`src/rtl/riscv_run_monitor_if.sv`:
```
// rtl/riscv_run_monitor_if.sv - core-under-test observation and control bundle for riscv_run_monitor.
interface riscv_run_monitor_if #(
  parameter int CNT_W = 16
);
  logic [31:0]      instr;
  logic [31:0]      pc;
  logic             core_rst;
  logic             running;
  logic [CNT_W-1:0] cycle_cnt;
  logic             done;
  logic             timeout;
  logic [31:0]      signature;

  modport master (
    output instr, pc,
    input  core_rst, running, cycle_cnt, done, timeout, signature
  );

  modport slave (
    input  instr, pc,
    output core_rst, running, cycle_cnt, done, timeout, signature
  );
endinterface

```
`src/rtl/riscv_run_monitor.sv`:
```
// rtl/riscv_run_monitor.sv - holds a core in reset, runs it, flags halt-loop completion or timeout.
// Optional PC signature accumulation enabled by macro RUN_MONITOR_SIG_EN.
module riscv_run_monitor #(
  parameter int          RST_CYCLES     = 2,
  parameter int          TIMEOUT_CYCLES = 30,
  parameter int          CNT_W          = 16,
  parameter logic [31:0] HALT_INSTR     = 32'h0000006F,
  parameter int          HALT_REPEAT    = 4
) (
  input logic               clk,
  input logic               rst,
  riscv_run_monitor_if.slave mon
);

  localparam int HOLD_W = (RST_CYCLES < 1) ? 1 : $clog2(RST_CYCLES + 1);
  localparam int HALT_W = (HALT_REPEAT < 2) ? 1 : $clog2(HALT_REPEAT + 1);

  localparam logic [HOLD_W-1:0] HOLD_LAST = HOLD_W'(RST_CYCLES);
  localparam logic [HALT_W-1:0] HALT_LAST = HALT_W'(HALT_REPEAT - 1);
  localparam logic [CNT_W-1:0]  TO_LAST   =
    (TIMEOUT_CYCLES == 0) ? '0 : CNT_W'(TIMEOUT_CYCLES - 1);

  typedef enum logic [2:0] {
    S_RESET,
    S_HOLD,
    S_RUN,
    S_DONE,
    S_TIMEOUT
  } state_e;

  state_e            state_q, state_d;
  logic [HOLD_W-1:0] hold_q, hold_d;
  logic [HALT_W-1:0] halt_q, halt_d;
  logic [CNT_W-1:0]  cnt_q, cnt_d;
  logic [31:0]       sig_q, sig_d;
  logic              core_rst_q, running_q, done_q, timeout_q;
  logic              halt_hit;

  assign halt_hit = (mon.instr == HALT_INSTR);

`ifndef RUN_MONITOR_SIG_EN
  logic unused_pc;
  assign unused_pc = ^mon.pc;
`endif

  always_comb begin
    state_d = state_q;
    hold_d  = hold_q;
    halt_d  = halt_q;
    cnt_d   = cnt_q;
    sig_d   = sig_q;
    case (state_q)
      S_RESET: begin
        if (RST_CYCLES == 0) begin
          state_d = S_RUN;
        end else begin
          state_d = S_HOLD;
        end
        hold_d = '0;
        halt_d = '0;
        cnt_d  = '0;
      end
      // The release edge enters HOLD; RST_CYCLES further HOLD edges follow before RUN.
      S_HOLD: begin
        if (hold_q == HOLD_LAST) begin
          state_d = S_RUN;
          cnt_d   = '0;
          halt_d  = '0;
        end else begin
          hold_d = hold_q + 1'b1;
        end
      end
      S_RUN: begin
`ifdef RUN_MONITOR_SIG_EN
        sig_d = {sig_q[30:0], sig_q[31]} ^ mon.pc;
`endif
        if (halt_hit && (halt_q == HALT_LAST)) begin
          state_d = S_DONE;
        end else if ((TIMEOUT_CYCLES != 0) && (cnt_q == TO_LAST)) begin
          state_d = S_TIMEOUT;
        end else begin
          cnt_d  = (cnt_q == '1) ? cnt_q : cnt_q + 1'b1;
          halt_d = halt_hit ? halt_q + 1'b1 : '0;
        end
      end
      default: begin
      end
    endcase
  end

  always_ff @(posedge clk) begin
    if (rst) begin
      state_q    <= S_RESET;
      hold_q     <= '0;
      halt_q     <= '0;
      cnt_q      <= '0;
      sig_q      <= '0;
      core_rst_q <= 1'b1;
      running_q  <= 1'b0;
      done_q     <= 1'b0;
      timeout_q  <= 1'b0;
    end else begin
      state_q    <= state_d;
      hold_q     <= hold_d;
      halt_q     <= halt_d;
      cnt_q      <= cnt_d;
      sig_q      <= sig_d;
      core_rst_q <= (state_d == S_RESET) || (state_d == S_HOLD);
      running_q  <= (state_d == S_RUN);
      done_q     <= (state_d == S_DONE);
      timeout_q  <= (state_d == S_TIMEOUT);
    end
  end

  assign mon.core_rst  = core_rst_q;
  assign mon.running   = running_q;
  assign mon.cycle_cnt = cnt_q;
  assign mon.done      = done_q;
  assign mon.timeout   = timeout_q;
  assign mon.signature = sig_q;

endmodule

```
`src/flat_wrapper.sv`:
```
// flat-port wrapper written by rule: the top's interface ports become plain ports
module riscv_run_monitor_flat 
#(
  parameter int          RST_CYCLES     = 2,
  parameter int          TIMEOUT_CYCLES = 30,
  parameter int          CNT_W          = 16,
  parameter logic [31:0] HALT_INSTR     = 32'h0000006F,
  parameter int          HALT_REPEAT    = 4
)
  (clk, rst, mon_instr, mon_pc, mon_core_rst, mon_running, mon_cycle_cnt, mon_done, mon_timeout, mon_signature);
  riscv_run_monitor_if #(.CNT_W(CNT_W)) mon_i ();
  input logic clk;
  input logic rst;
  input wire logic [$bits(mon_i.instr)-1:0] mon_instr;
  input wire logic [$bits(mon_i.pc)-1:0] mon_pc;
  output wire logic [$bits(mon_i.core_rst)-1:0] mon_core_rst;
  output wire logic [$bits(mon_i.running)-1:0] mon_running;
  output wire logic [$bits(mon_i.cycle_cnt)-1:0] mon_cycle_cnt;
  output wire logic [$bits(mon_i.done)-1:0] mon_done;
  output wire logic [$bits(mon_i.timeout)-1:0] mon_timeout;
  output wire logic [$bits(mon_i.signature)-1:0] mon_signature;
  assign mon_i.instr = mon_instr;
  assign mon_i.pc = mon_pc;
  assign mon_core_rst = mon_i.core_rst;
  assign mon_running = mon_i.running;
  assign mon_cycle_cnt = mon_i.cycle_cnt;
  assign mon_done = mon_i.done;
  assign mon_timeout = mon_i.timeout;
  assign mon_signature = mon_i.signature;
  riscv_run_monitor #(.RST_CYCLES(RST_CYCLES), .TIMEOUT_CYCLES(TIMEOUT_CYCLES), .CNT_W(CNT_W), .HALT_INSTR(HALT_INSTR), .HALT_REPEAT(HALT_REPEAT)) u_core (.clk(clk), .rst(rst), .mon(mon_i));
endmodule
```
`config.mk`:
```
export PLATFORM = sky130hd
export DESIGN_NAME = riscv_run_monitor_flat
export DESIGN_NICKNAME = d
export VERILOG_FILES = /design/src/rtl/riscv_run_monitor_if.sv /design/src/rtl/riscv_run_monitor.sv /design/src/flat_wrapper.sv
export SDC_FILE = /design/constraint.sdc
export NUM_CORES = 1
export LEC_CHECK = 0
export ABC_AREA = 1
export CAP_MARGIN = 20
export CORE_MARGIN = 8
export CORE_UTILIZATION = 42
export DETAILED_ROUTE_END_ITERATION = 10
export PLACE_DENSITY = 0.86
export SLEW_MARGIN = 20
export SYNTH_ARGS = -nofsm -noshare
export SYNTH_HDL_FRONTEND = slang
export SYNTH_SLANG_ARGS = --single-unit
```
`constraint.sdc`:
```
create_clock -name clk -period 5 [get_ports clk]
set_input_delay 1 -clock clk [delete_from_list [all_inputs] [get_ports clk]]
set_output_delay 1 -clock clk [all_outputs]
set_load 0.05 [all_outputs]
```
==> reports/metrics.yaml <==
die:
  initial_core_util_pct: 42.6
  fp.dieH_um: 87.3
  std_cell_rows: 26
  ios: 118
  design.core.area_um2: 5010
  die-area_um2: 7620
  dieWidth_um: 87.3
synth:
  synth_area_um2: 2130
  yosys-top-cells-area: "dfxtp_1 26%, nor2_1 13%, nand2_1 13%"
  avgSynthCellArea_um2: 6.43
  synth_top_cell_by_area: "dfxtp_1"
  yosys_warnings: 0
  synth_cells: 332
  seq_area_frac_synth_pct: 26.3
  yosysTopAreaCellShare_pct: 26.3
  synthDistinctLibCells: 29
  ys_ff_latch: 28
setup_path:
  worst-endpoint-required_ns: 5.19
  path_class: "input port to register"
  critPathArrivalTime_ns: 2.94
  critPathTopFamily: "simple AND/OR/NAND/NOR gates"
  cp-startpoint: "mon_instr[5]"
  start_kind: "input port"
  worst_r2r_endpoint: "u_core.mon.cycle_cnt[5]$_SDFFE_PP0P_"
  reg2reg_from: "u_core.mon.cycle_cnt[0]$_SDFFE_PP0P_"
  crit_fanout: 18
  endpoint_kind: "register"
  cp_slowest_cell: "clkdlybuf4s50_1"
  worstPathCellList: "clkdlybuf4s50_1 -> inv_1 -> nor2_1 -> nand2_1 -> nor2_1 -> nand2_1 -> nor2_1 -> nand3_2 -> nand3_4 -> nand2_1 -> a21oi_1"
  cpPeakStageDelay_ns: 0.46
  r2r_slack_ns: 2.87
  reg2reg_depth: 8
  crit_buf_inv: 2
clock_network:
  cts_root_buffer: "clkbuf_8"
  clk_path_buf_depth: 2
  clkLatencyLatePin_ns: 0.28
  cts_buffers: 3
  clock-sinks: 28
  cts_setup_buffers: 0
  cts_htree_levels: 1
  path_clk_slew_ns: 0.10
  ctsResizeCount: 0
  postCtsHoldBufs: 0
  cts_tree: "done"
detailed_routing:
  avgRoutedWirePerCell_um: 12.0
  ant_nets: 0
  drtPass1Iterations: 4
  avgViaCountPerCell: 4.73
  wl_um: 5390
  vias: 2128
  drt_iter0_markers: 110
  remaining_drc_errors: 0
cells_and_area:
  final_nets: 452
  final_cell_mix: "74 x nor2_1, 73 x nand2_1, 53 x clkdlybuf4s50_1"
  n_antenna_cell: 0
  n_fill_cell: 483
  final_common_cell: "nor2_1"
  multi_input_area_um2: 1280
  stdcell_area_um2: 2650
  drive_above_1_share_pct: 8.42
  post-route-util_pct: 52.8
  regArea_um2: 561
  syn_to_final_growth_pct: 24.0
grt:
  overflow: 0
  antenna_found_initial: 0
  grt_pass1_vias: 2131
  grt_usage_pct: 14.4
  grt_pass1_wl_um: 9020
  grt_max_degree: 20
timing:
  worst_pin_slew_ns: 0.912
  setup_viol_count_final: 0
  fmax_mhz: 364
  finalHoldViolCount: 0
  hold_slack_ns: 0.483
  rsz0062_at_grt: "false"
  max-slew-margin-rel_pct: 39.0
  skew_ns: 0.00216
  timing.final.crit_share_pct: 55.0
  timing.final.max_slew_violations: 0
  period_needed_ns: 2.75
  finalSetupTns_ns: 0
power_and_ir_drop:
  vdd_drop_max_mv: 0.109
  p_leak_nw: 1.02
  power_density_nw_per_um2: 208
hold_path:
  holdPathEnd: "u_core.hold_q[0]$_SDFFE_PP0P_"
  min_path_cells: 2
  holdCritStartpoint: "u_core.hold_q[0]$_SDFFE_PP0P_"
  hold_path.class: "register to register"
placement:
  dp_hpwl_um: 4140
  gp_congestion: 0.948
  port_buffers: 53
  placedInstanceArea_um2: 2570
outcome:
  status: "complete, no violations"
job:
  drv_cap: 0
synth_stat cells:
library cell	instances
nand2_1	73
nand3_4	1
nor2_1	74
nand3b_4	1
ha_1	5
nand3_2	2
nor3_1	4
dfxtp_1	28
xor2_1	3
inv_2	2
xnor2_1	2
a21oi_1	9
inv_1	27
buf_1	1
nand3_1	12
buf_2	2
nor2_4	1
buf_4	33
o21ai_0	7
buf_12	1
conb_1	1
nor2_2	3
clkinv_2	1
nor3_2	1
a21oi_2	10
nand2_2	6
o21bai_1	2
clkbuf_1	3
nand4_1	17
cell families (layout without fill, tap and decap cells):
kind of cell / after synthesis / in the layout / synth area share (%)
AND/OR/NAND/NOR: 195 / 195 / 40.9
buffers and inverters: 70 / 87 / 19.1
AO/OA/AOI/OAI: 28 / 28 / 8.56
flip-flops: 28 / 28 / 26.3
adder cells (fa/ha/maj): 5 / 5 / 2.93
XOR/XNOR: 5 / 5 / 2.05
other: 1 / 32 / 0.176
metrics by stage:
stage	power, mW	setup WS [ns]	cells
finish	0.550	2.25	450
global route	0.570	1.97	450
CTS	0.551	2.24	450
detailed placement	0.373	1.94	446
global placement	0.370	2.01	446
floorplan	0.359	2.84	363
flip-flops by register name, indices dropped and copies added (netlist names):
register	flops
u_core.halt_q	3
u_core.hold_q	2
u_core.mon.core_rst	1
u_core.mon.cycle_cnt	16
u_core.mon.done	1
u_core.mon.running	1
u_core.mon.timeout	1
u_core.state_q	3
power breakdown:
part | internal [mW] | total (mW) | switching (mW)
Sequential | 0.229 | 0.234 | 0.00498
Combinational | 0.0384 | 0.134 | 0.0960
Clock | 0.107 | 0.181 | 0.0739
worst reg2reg max path, cell delays in order (launching register included):
cell and delay, ns:
dfxtp_1 0.47, ha_1 0.25, inv_1 0.06, nor2_2 0.24
nand3_1 0.17, nand3b_4 0.31, nand3_4 0.31, nand2_1 0.09
a21oi_1 0.14
worst max path at each step:
| stage | depth (start not counted) | endpoint | slack, ns |
|---|---|---|---|
| 6_report | 11 | u_core.mon.cycle_cnt[5]$_SDFFE_PP0P_ | 2.25 |
| 5_1_grt | 11 | u_core.mon.cycle_cnt[6]$_SDFFE_PP0P_ | 1.97 |
| 4_1_cts | 11 | u_core.mon.cycle_cnt[13]$_SDFFE_PP0P_ | 2.24 |
| 3_5_place_dp | 11 | u_core.mon.cycle_cnt[13]$_SDFFE_PP0P_ | 1.94 |
| 3_3_place_gp | 11 | u_core.mon.cycle_cnt[14]$_SDFFE_PP0P_ | 2.01 |
| 2_1_floorplan | 9 | u_core.mon.cycle_cnt[10]$_SDFFE_PP0P_ | 2.84 |
layer usage:
metal  vias to the layer above  share of wire, %  wire length (um)  global-route usage (%)
met5                         -                 0                 0                       0
met4                         0              0.95                51                    5.78
met3                         6               7.8               423                    2.26
met2                        78                52              2810                    27.4
met1                       960                39              2110                    15.1
li1                       1084                 -                 -                       -
final cells by class:
cell class	count	area share (%)
clock inverter	1	1.13
clock buffer	3	1.56
timing repair buffer	53	20.0
sequential	28	21.2
inverter	30	4.30
multi-input combinational	265	48.5
tap	70	3.31
Power figures use the tool's default switching activity.
